$ cat config.mk
export PLATFORM = sky130hd
export DESIGN_NAME = axis_bram_writer_flat
export DESIGN_NICKNAME = d
export VERILOG_FILES = /design/src/rtl/axis_bram_writer_if.sv /design/src/rtl/axis_bram_writer.sv /design/src/flat_wrapper.sv
export SDC_FILE = /design/constraint.sdc
export NUM_CORES = 1
export LEC_CHECK = 0
export ABC_AREA = 1
export CORE_ASPECT_RATIO = 0.8
export CORE_MARGIN = 1
export CORE_UTILIZATION = 60
export CTS_BUF_LIST = sky130_fd_sc_hd__clkbuf_8
export CTS_CLUSTER_SIZE = 30
export DETAILED_ROUTE_END_ITERATION = 16
export GPL_TIMING_DRIVEN = 0
export PLACE_DENSITY = 0.9
export SYNTH_ARGS = -nofsm -noshare
export SYNTH_HDL_FRONTEND = slang
export SYNTH_SLANG_ARGS = --single-unit
$ cat constraint.sdc
create_clock -name S_AXIS_ACLK -period 4.95 [get_ports S_AXIS_ACLK]
set_clock_uncertainty 0.05 [all_clocks]
set_input_delay 0.99 -clock S_AXIS_ACLK [delete_from_list [all_inputs] [get_ports S_AXIS_ACLK]]
set_output_delay 0.99 -clock S_AXIS_ACLK [all_outputs]
set_load 0.02 [all_outputs]
$ cat src/rtl/axis_bram_writer_if.sv
// rtl/axis_bram_writer_if.sv - stream-in / buffer-write bundle for axis_bram_writer
interface axis_bram_writer_if #(
    parameter int DATA_WIDTH = 32,
    parameter int ADDR_WIDTH = 10
);
    logic                      S_AXIS_TVALID;
    logic [DATA_WIDTH-1:0]     S_AXIS_TDATA;
    logic [DATA_WIDTH/8-1:0]   S_AXIS_TSTRB;
    logic                      S_AXIS_TLAST;
    logic                      S_AXIS_TREADY;
    logic                      CLEAR;
    logic [ADDR_WIDTH-1:0]     BUF_ADDR;
    logic [DATA_WIDTH-1:0]     BUF_DATA;
    logic [DATA_WIDTH/8-1:0]   BUF_WE;
    logic                      BUF_VALID;
    logic                      BUF_ACCEP;
    logic                      FRAME_DONE;
    logic [ADDR_WIDTH:0]       FRAME_LEN;
    logic                      WRAPPED;

    modport slave (
        input  S_AXIS_TVALID, S_AXIS_TDATA, S_AXIS_TSTRB, S_AXIS_TLAST, CLEAR, BUF_ACCEP,
        output S_AXIS_TREADY, BUF_ADDR, BUF_DATA, BUF_WE, BUF_VALID, FRAME_DONE, FRAME_LEN, WRAPPED
    );

    modport master (
        output S_AXIS_TVALID, S_AXIS_TDATA, S_AXIS_TSTRB, S_AXIS_TLAST, CLEAR, BUF_ACCEP,
        input  S_AXIS_TREADY, BUF_ADDR, BUF_DATA, BUF_WE, BUF_VALID, FRAME_DONE, FRAME_LEN, WRAPPED
    );
endinterface

$ cat src/rtl/axis_bram_writer.sv
// rtl/axis_bram_writer.sv - AXI-Stream slave buffered through a FWFT FIFO into addressed BRAM writes
module axis_bram_writer #(
    parameter int C_S_AXIS_TDATA_WIDTH = 32,
    parameter int ADDR_WIDTH           = 10,
    parameter int FIFO_DEPTH           = 4,
    parameter int BASE_ADDR            = 0,
    parameter int ADDR_MODE            = 0
) (
    input  logic S_AXIS_ACLK,
    input  logic S_AXIS_ARESETN,
    axis_bram_writer_if.slave bus
);
    localparam int DW = C_S_AXIS_TDATA_WIDTH;
    localparam int SW = DW / 8;
    localparam int EW = DW + SW + 1;
    localparam int PW = $clog2(FIFO_DEPTH);

    localparam logic [PW:0]           FULL_COUNT = (PW+1)'(FIFO_DEPTH);
    localparam logic [ADDR_WIDTH-1:0] BASE       = ADDR_WIDTH'(BASE_ADDR);
    localparam logic [ADDR_WIDTH-1:0] ADDR_ONES  = '1;
    localparam logic [ADDR_WIDTH:0]   CNT_MAX    = '1;

    logic [EW-1:0]         mem [FIFO_DEPTH];
    logic [PW-1:0]         wr_ptr;
    logic [PW-1:0]         rd_ptr;
    logic [PW:0]           count;
    logic                  ready_q;
    logic [ADDR_WIDTH-1:0] addr;
    logic [ADDR_WIDTH:0]   frame_cnt;
    logic [ADDR_WIDTH:0]   frame_len;
    logic                  frame_done;
    logic                  wrapped;

    logic [EW-1:0]         head;
    logic                  head_last;
    logic                  push;
    logic                  pop;
    logic                  tready;
    logic                  buf_valid;
    logic [ADDR_WIDTH:0]   cnt_inc;

    assign head      = mem[rd_ptr];
    assign head_last = head[EW-1];
    assign tready    = ready_q && (count != FULL_COUNT);
    assign buf_valid = (count != '0);
    assign push      = bus.S_AXIS_TVALID && tready;
    assign pop       = buf_valid && bus.BUF_ACCEP;
    assign cnt_inc   = (frame_cnt == CNT_MAX) ? CNT_MAX : frame_cnt + 1'b1;

    assign bus.S_AXIS_TREADY = tready;
    assign bus.BUF_VALID     = buf_valid;
    assign bus.BUF_DATA      = head[DW-1:0];
    assign bus.BUF_WE        = buf_valid ? head[DW+SW-1:DW] : '0;
    assign bus.BUF_ADDR      = addr;
    assign bus.FRAME_DONE    = frame_done;
    assign bus.FRAME_LEN     = frame_len;
    assign bus.WRAPPED       = wrapped;

    // Storage needs no reset: count alone decides which entries are live.
    always_ff @(posedge S_AXIS_ACLK) begin
        if (push) begin
            mem[wr_ptr] <= {bus.S_AXIS_TLAST, bus.S_AXIS_TSTRB, bus.S_AXIS_TDATA};
        end
    end

    always_ff @(posedge S_AXIS_ACLK) begin
        if (!S_AXIS_ARESETN) begin
            wr_ptr     <= '0;
            rd_ptr     <= '0;
            count      <= '0;
            ready_q    <= 1'b0;
            addr       <= BASE;
            frame_cnt  <= '0;
            frame_len  <= '0;
            frame_done <= 1'b0;
            wrapped    <= 1'b0;
        end else begin
            ready_q    <= 1'b1;
            frame_done <= pop && head_last;

            if (push) begin
                wr_ptr <= wr_ptr + 1'b1;
            end
            if (pop) begin
                rd_ptr <= rd_ptr + 1'b1;
            end
            case ({push, pop})
                2'b10:   count <= count + 1'b1;
                2'b01:   count <= count - 1'b1;
                default: count <= count;
            endcase

            if (pop && head_last) begin
                frame_len <= cnt_inc;
            end

            // CLEAR overrides the address/frame bookkeeping of a coincident pop.
            if (bus.CLEAR) begin
                addr      <= BASE;
                frame_cnt <= '0;
                wrapped   <= 1'b0;
            end else if (pop) begin
                frame_cnt <= head_last ? '0 : cnt_inc;
                if (head_last && (ADDR_MODE == 1)) begin
                    addr <= BASE;
                end else begin
                    addr <= addr + 1'b1;
                    if (addr == ADDR_ONES) begin
                        wrapped <= 1'b1;
                    end
                end
            end
        end
    end
endmodule

$ cat src/flat_wrapper.sv
// flat-port wrapper written by rule: the top's interface ports become plain ports
module axis_bram_writer_flat 
#(
    parameter int C_S_AXIS_TDATA_WIDTH = 32,
    parameter int ADDR_WIDTH           = 10,
    parameter int FIFO_DEPTH           = 4,
    parameter int BASE_ADDR            = 0,
    parameter int ADDR_MODE            = 0
)
  (S_AXIS_ACLK, S_AXIS_ARESETN, bus_S_AXIS_TVALID, bus_S_AXIS_TDATA, bus_S_AXIS_TSTRB, bus_S_AXIS_TLAST, bus_CLEAR, bus_BUF_ACCEP, bus_S_AXIS_TREADY, bus_BUF_ADDR, bus_BUF_DATA, bus_BUF_WE, bus_BUF_VALID, bus_FRAME_DONE, bus_FRAME_LEN, bus_WRAPPED);
  axis_bram_writer_if #(.DATA_WIDTH(32), .ADDR_WIDTH(ADDR_WIDTH)) bus_i ();
  input  logic S_AXIS_ACLK;
  input  logic S_AXIS_ARESETN;
  input wire logic [$bits(bus_i.S_AXIS_TVALID)-1:0] bus_S_AXIS_TVALID;
  input wire logic [$bits(bus_i.S_AXIS_TDATA)-1:0] bus_S_AXIS_TDATA;
  input wire logic [$bits(bus_i.S_AXIS_TSTRB)-1:0] bus_S_AXIS_TSTRB;
  input wire logic [$bits(bus_i.S_AXIS_TLAST)-1:0] bus_S_AXIS_TLAST;
  input wire logic [$bits(bus_i.CLEAR)-1:0] bus_CLEAR;
  input wire logic [$bits(bus_i.BUF_ACCEP)-1:0] bus_BUF_ACCEP;
  output wire logic [$bits(bus_i.S_AXIS_TREADY)-1:0] bus_S_AXIS_TREADY;
  output wire logic [$bits(bus_i.BUF_ADDR)-1:0] bus_BUF_ADDR;
  output wire logic [$bits(bus_i.BUF_DATA)-1:0] bus_BUF_DATA;
  output wire logic [$bits(bus_i.BUF_WE)-1:0] bus_BUF_WE;
  output wire logic [$bits(bus_i.BUF_VALID)-1:0] bus_BUF_VALID;
  output wire logic [$bits(bus_i.FRAME_DONE)-1:0] bus_FRAME_DONE;
  output wire logic [$bits(bus_i.FRAME_LEN)-1:0] bus_FRAME_LEN;
  output wire logic [$bits(bus_i.WRAPPED)-1:0] bus_WRAPPED;
  assign bus_i.S_AXIS_TVALID = bus_S_AXIS_TVALID;
  assign bus_i.S_AXIS_TDATA = bus_S_AXIS_TDATA;
  assign bus_i.S_AXIS_TSTRB = bus_S_AXIS_TSTRB;
  assign bus_i.S_AXIS_TLAST = bus_S_AXIS_TLAST;
  assign bus_i.CLEAR = bus_CLEAR;
  assign bus_i.BUF_ACCEP = bus_BUF_ACCEP;
  assign bus_S_AXIS_TREADY = bus_i.S_AXIS_TREADY;
  assign bus_BUF_ADDR = bus_i.BUF_ADDR;
  assign bus_BUF_DATA = bus_i.BUF_DATA;
  assign bus_BUF_WE = bus_i.BUF_WE;
  assign bus_BUF_VALID = bus_i.BUF_VALID;
  assign bus_FRAME_DONE = bus_i.FRAME_DONE;
  assign bus_FRAME_LEN = bus_i.FRAME_LEN;
  assign bus_WRAPPED = bus_i.WRAPPED;
  axis_bram_writer #(.C_S_AXIS_TDATA_WIDTH(C_S_AXIS_TDATA_WIDTH), .ADDR_WIDTH(ADDR_WIDTH), .FIFO_DEPTH(FIFO_DEPTH), .BASE_ADDR(BASE_ADDR), .ADDR_MODE(ADDR_MODE)) u_core (.S_AXIS_ACLK(S_AXIS_ACLK), .S_AXIS_ARESETN(S_AXIS_ARESETN), .bus(bus_i));
endmodule
==> impl_metrics.tcl, run 1 <==
set metrics [dict create \
    status "finished clean" \
    syn_inst 649 \
    die_width_um 127 \
    ys_async_sr_fraction 0 \
    slew_headroom 0.632 \
    drtIter0Drc 495 \
    io_pins 103 \
    dp_slack_ps 1720 \
    p_leak_nw 3.24 \
    final_area_um2 9360 \
    grt_pass1_vias 5315 \
    route.detailed.drc 0 \
    detailed_place_hpwl_um 11000 \
    syn_area_per_cell_um2 11.6 \
    synthTopCellsByCount "edfxtp_1, nor2_1, o21ai_0" \
    grt_max_degree 26 \
    cts_tree "yes" \
    cts_setup_buffers 0 \
    fin_util 0.767 \
    portBuffers 102 \
    p_total_mw 4.21 \
    grt_pass1_wl_um 26200 \
    rsz0062_at_grt "no" \
    endpoint_kind "primary output" \
    syn2layout_area_growth_pct 24.4 \
    finalHoldViolCount 0 \
    drive_gt1_frac 0.0839 \
    ant_nets 0 \
    netlist.area_leader.share 0.591 \
    dp.cells 926 \
    ys_top_cells_by_area "edfxtp_1, dfxtp_1, o21ai_0" \
    fin_crit_ps 3550 \
    synth_seq_cells 192 \
    cts_max_level 4 \
    fillers 736 \
    hp-start "u_core.bus.BUF_ADDR[4]" \
    holdPathEnd "u_core.bus.BUF_ADDR[4]" \
    clock.fmax_mhz 281 \
    ys.flop_type "edfxtp_1" \
    postCtsResizedCells 0 \
    ys.warnings.count 0 \
    clk-insertion-delay-late_ps 470 \
    syn_nets 699 \
    hold_ws_ps 421 \
    synth-seq-area-share 0.708 \
    coreArea_um2 12200 \
    ctsRootBufferMaster "clkbuf_8" \
    synth_edf_count 148 \
    clkSinkCount 192 \
    grt-ovfl-total 0 \
    path_class "reg2out" \
    finalSetupViolCount 0 \
    grt_use_total 0.274 \
    nNetsFinal 824 \
    maxSlewViolCount 0 \
    layout.cells.non_filler 958 \
    die_area_um2 13000 \
    clk_pin_slew_ps 90 \
    cp_max_fo 10 \
    drt_wl_total_um 16900 \
    r2r_slack_ps 2630 \
    maxCapViolations 0 \
    place_area_um2 8870 \
    start_util 0.616 \
    start_kind "flop" \
    drt-wirelength-per-cell_um 17.7 \
    syn_area_um2 7520 \
    tightest_slew_ps 553 \
    fin_crit_sh 0.718 \
    min_path_type "reg2reg" \
    firstDrtPassIters 5 \
    vias_per_cell 5.67 \
    tns_ps 0 \
    cts_buffers 17 \
    cp_data_arrival_time_ps 2510 \
    fp.dieH_um 102 \
    postCtsHoldBufs 0 \
    antenna_cells 0 \
    rr_endpoint "u_core.count[2]" \
    gp_congestion 0.825 \
    r2r-start "u_core.count[2]" \
    via_count 5433 \
    rows 36 \
    ir_worst_vdd_mv 0.258 \
    power_density_nw_per_um2 450 \
    setup_ws_ps 1400 \
    antenna_found_initial 0 \
    yosysTopAreaCell "edfxtp_1" \
    r2r_cells 12 \
    worstHoldPathCells 2 \
    cts_buffer_depth 2 \
    yosysMostFrequentCell "edfxtp_1" \
    worstPathRequired_ps 3910 \
    yosys.cell_types.count 29 \
]
-- layer usage --
| metal | up-vias | part of all wire | GRT usage |
|---|---|---|---|
| li1 | 2535 | - | - |
| met1 | 2592 | 0.39 | 0.328 |
| met2 | 271 | 0.51 | 0.471 |
| met3 | 35 | 0.081 | 0.0838 |
| met4 | 0 | 0.018 | 0.107 |
| met5 | - | 0 | 0 |
-- layout make-up --
class | instances | area, µm² | area share
Timing Repair Buffer | 106 | 1100 | 0.118
Tap cell | 171 | 214 | 0.0229
Multi-Input combinational cell | 386 | 1930 | 0.206
Sequential cell | 192 | 5330 | 0.569
Buffer | 29 | 141 | 0.0151
Clock inverter | 12 | 215 | 0.0230
Inverter | 42 | 158 | 0.0168
Clock buffer | 20 | 275 | 0.0294
-- kinds of logic after synthesis --
| group | synth area share |
|---|---|
| adders and majority gates | 0.0143 |
| xor gates and xnor gates | 0.00233 |
| DFF | 0.708 |
| and+or+nand+nor | 0.118 |
| buffers and inverters | 0.0398 |
| AOI/OAI and AO/OA | 0.117 |
-- worst max path at each step --
stage | end | cells past startpoint
3_5_place_dp | u_core.count[2] | 11
3_3_place_gp | u_core.mem[3][9] | 3
2_1_floorplan | u_core.mem[0][0] | 2
4_1_cts | bus_BUF_DATA[27] | 5
6_report | bus_BUF_DATA[19] | 5
5_1_grt | bus_BUF_DATA[20] | 5
-- critical path: stages, from the launching register on --
cell             delay (ps)
dfxtp_1                 340
buf_2                   250
clkbuf_1                400
o21ai_0                 160
o22ai_1                 250
clkdlybuf4s50_1         650
-- cells in the final DEF, fill, tap and decap left out, types with 3 or more instances in the layout --
cell	Yosys	routed
o21ai_0	95	95
nor2_1	121	117
ha_1	7	7
inv_2	8	8
nor3_1	3	3
clkdlybuf4s50_1	0	102
o21ai_1	8	8
nand2_4	3	3
buf_12	0	4
bufinv_16	0	6
nand4_1	4	4
nand3_1	10	10
nand3_2	4	4
o22ai_1	32	32
clkbuf_1	20	20
edfxtp_1	148	148
clkbuf_8	0	20
nor2_4	1	5
dfxtp_1	44	44
buf_6	3	3
a21oi_1	31	31
buf_2	5	5
nand2_1	57	57
inv_1	34	37
-- registers in the layout, indices dropped and copies added (netlist names), named ones only --
name and cells:
u_core.bus.WRAPPED 1, u_core.count 3, u_core.bus.BUF_ADDR 10, u_core.frame_cnt 11, u_core.wr_ptr 2, u_core.ready_q 1
u_core.bus.FRAME_DONE 1, u_core.mem 148, u_core.rd_ptr 2, u_core.bus.FRAME_LEN 11
-- where the power goes --
part / switching [mW] / internal (mW) / leakage [nW] / total, mW
clock: 0.519 / 0.687 / 0.249 / 1.21
combinational: 0.706 / 0.442 / 1.29 / 1.15
sequential: 0.0374 / 1.82 / 1.70 / 1.85
total: 1.26 / 2.95 / 3.24 / 4.21
No activity file was read; power rests on OpenSTA's default activity.
==> run 2, diff against run 1 <==
- CORE_UTILIZATION: 60 -> 51
- PLACE_DENSITY: 0.9 -> 0.82
- clock period: 4.95 -> 2.9 ns (I/O delays scaled with it)
==> run 2 against run 1 <==
  * Non-clock buffer count unchanged
  * Critical path depth is 1 higher
  * Register-to-register slack got worse by 2100 ps
  * Sequential cell count is the same
  * Global-route usage fell by 4.0 points
  * Hold slack improved by 19 ps
  * Cell area grew 0.24%
  * Combinational power grew 63%
  * First-iteration DRC count shrank 6.9%
  * Final cell count up 1.4%
  * Critical endpoint is now bus_BUF_DATA[5]
==> impl_metrics.tcl, run 2 (synthesis gave the netlist of run 1 again) <==
set metrics [dict create \
    finalSetupViolCount 0 \
    cp_data_arrival_time_ps 2160 \
    grt_pass1_vias 5307 \
    ant_nets 0 \
    start_kind "flop" \
    cts_tree "yes" \
    top_register "u_core.mem" \
    fp.dieH_um 111 \
    via_count 5368 \
    setup_ws_ps 110 \
    vias_per_cell 5.53 \
    pwr-share-seq 0.459 \
    rows 39 \
    grt_use_total 0.234 \
    syn2layout_area_growth_pct 24.7 \
    detailed_place_hpwl_um 10900 \
    combPwrFrac 0.273 \
    worstPathRequired_ps 2270 \
    fin_crit_ps 2790 \
    swShare 0.308 \
    dp_slack_ps 113 \
    fin_util 0.654 \
    antenna_found_initial 1 \
    maxCapViolations 0 \
    grt_max_degree 28 \
    seq_area_um2 5330 \
    firstDrtPassIters 5 \
    grt_use_met2 0.376 \
    cts_max_level 4 \
    gr-max-usage-layer "met2" \
    drt_wl_total_um 17000 \
    portBuffers 102 \
    status "finished clean" \
    cp_max_fo 10 \
    start_util 0.524 \
    finalHoldViolCount 0 \
    die_area_um2 15200 \
    final_common_cell "edfxtp_1" \
    fin_crit_sh 0.962 \
    drtIter0Drc 461 \
    cts_setup_buffers 0 \
    tightest_slew_ps 679 \
    route.detailed.drc 0 \
    grt_pass1_wl_um 26600 \
    p_leak_nw 3.46 \
    p_switching_mw 2.12 \
    drive_gt1_frac 0.107 \
    mostFrequentLayoutCells "edfxtp_1, nor2_1, o21ai_0, clkdlybuf4s50_1, nand2_1" \
    tns_ps 0 \
    path_class "reg2out" \
    grt_use_met1 0.304 \
    clock.fmax_mhz 358 \
    p_total_mw 6.89 \
    power_density_nw_per_um2 734 \
    grt-ovfl-total 0 \
    ir_worst_vdd_mv 0.367 \
    coreArea_um2 14300 \
    p_int_mw 4.76 \
    fillers 1027 \
    endpoint_kind "primary output" \
    cts_buffers 17 \
    grt_use_met3 0.0615 \
    clkSinkCount 192 \
    io_pins 103 \
    place_area_um2 8900 \
    clk-insertion-delay-late_ps 450 \
    rsz0062_at_grt "no" \
    largest_reg_flops 148 \
    min_path_type "reg2reg" \
    cts_buffer_depth 2 \
    maxSlewViolCount 0 \
    die_width_um 138 \
    slew_headroom 0.546 \
    clkPwrFrac 0.268 \
    multiInputGateArea_um2 1930 \
    antenna_cells 0 \
    gp_congestion 0.855 \
    drt-wirelength-per-cell_um 17.5 \
    clk_pin_slew_ps 90 \
    ctsRootBufferMaster "clkbuf_8" \
    final_area_um2 9380 \
    nNetsFinal 824 \
]
==> run 2: layout make-up <==
| cell class | count | share of cell area |
|---|---|---|
| timing repair buffer | 106 | 0.121 |
| clock inverter | 9 | 0.0123 |
| buffer | 29 | 0.0187 |
| sequential | 192 | 0.568 |
| inverter | 42 | 0.0168 |
| multi-input combinational | 386 | 0.206 |
| tap | 184 | 0.0245 |
| clock buffer | 23 | 0.0337 |
==> run 2: critical path, cell delays in order, from the launching register on <==
cell and delay, ps:
dfxtp_1 370, inv_2 90, buf_6 150, buf_2 250, nor2_1 60, o22ai_1 170, clkdlybuf4s50_1 620
==> run 2: timing repair <==
item,CTS,global route
resized for setup,41,19
pin swaps,0,0
hold buffers,0,0
endpoints found under the setup margin,36,17
==> run 2: per-layer routing <==
metal	share of wire	wire length [µm]
met5	0.00053	9
met4	0.015	257
met2	0.49	8380
met1	0.40	6810
met3	0.093	1590
==> run 2: worst paths after layout <==
path,startpoint,cells after the start,endpoint,slack [ps]
worst max-delay path,flop,6,bus_BUF_DATA[5],110
worst min-delay path,u_core.rd_ptr[1],2,flop,440
worst max register to register,u_core.count[0],10,u_core.count[2],580
worst min register to register,u_core.rd_ptr[1],2,flop,440
==> run 2: power by group through the flow <==
stage	combinational, mW	clock [mW]	sequential, mW
5_1_grt	2.03	1.98	3.18
3_3_place_gp	1.88	0	3.22
2_1_floorplan	1.02	0	3.26
6_report	1.88	1.85	3.16
4_1_cts	1.90	1.86	3.16
3_5_place_dp	1.94	0	3.22
==> run 2: metrics by stage <==
step,hold WS (ps),instances
global route,474,971
finish,439,971
CTS,431,971
floorplan,386,649
global placement,398,935
detailed placement,425,939
==> run 3, diff against run 2 <==
- GPL_ROUTABILITY_DRIVEN: default -> 0
==> results of run 3 <==
Final layout, timing and power as in run 2 (identical DEF).
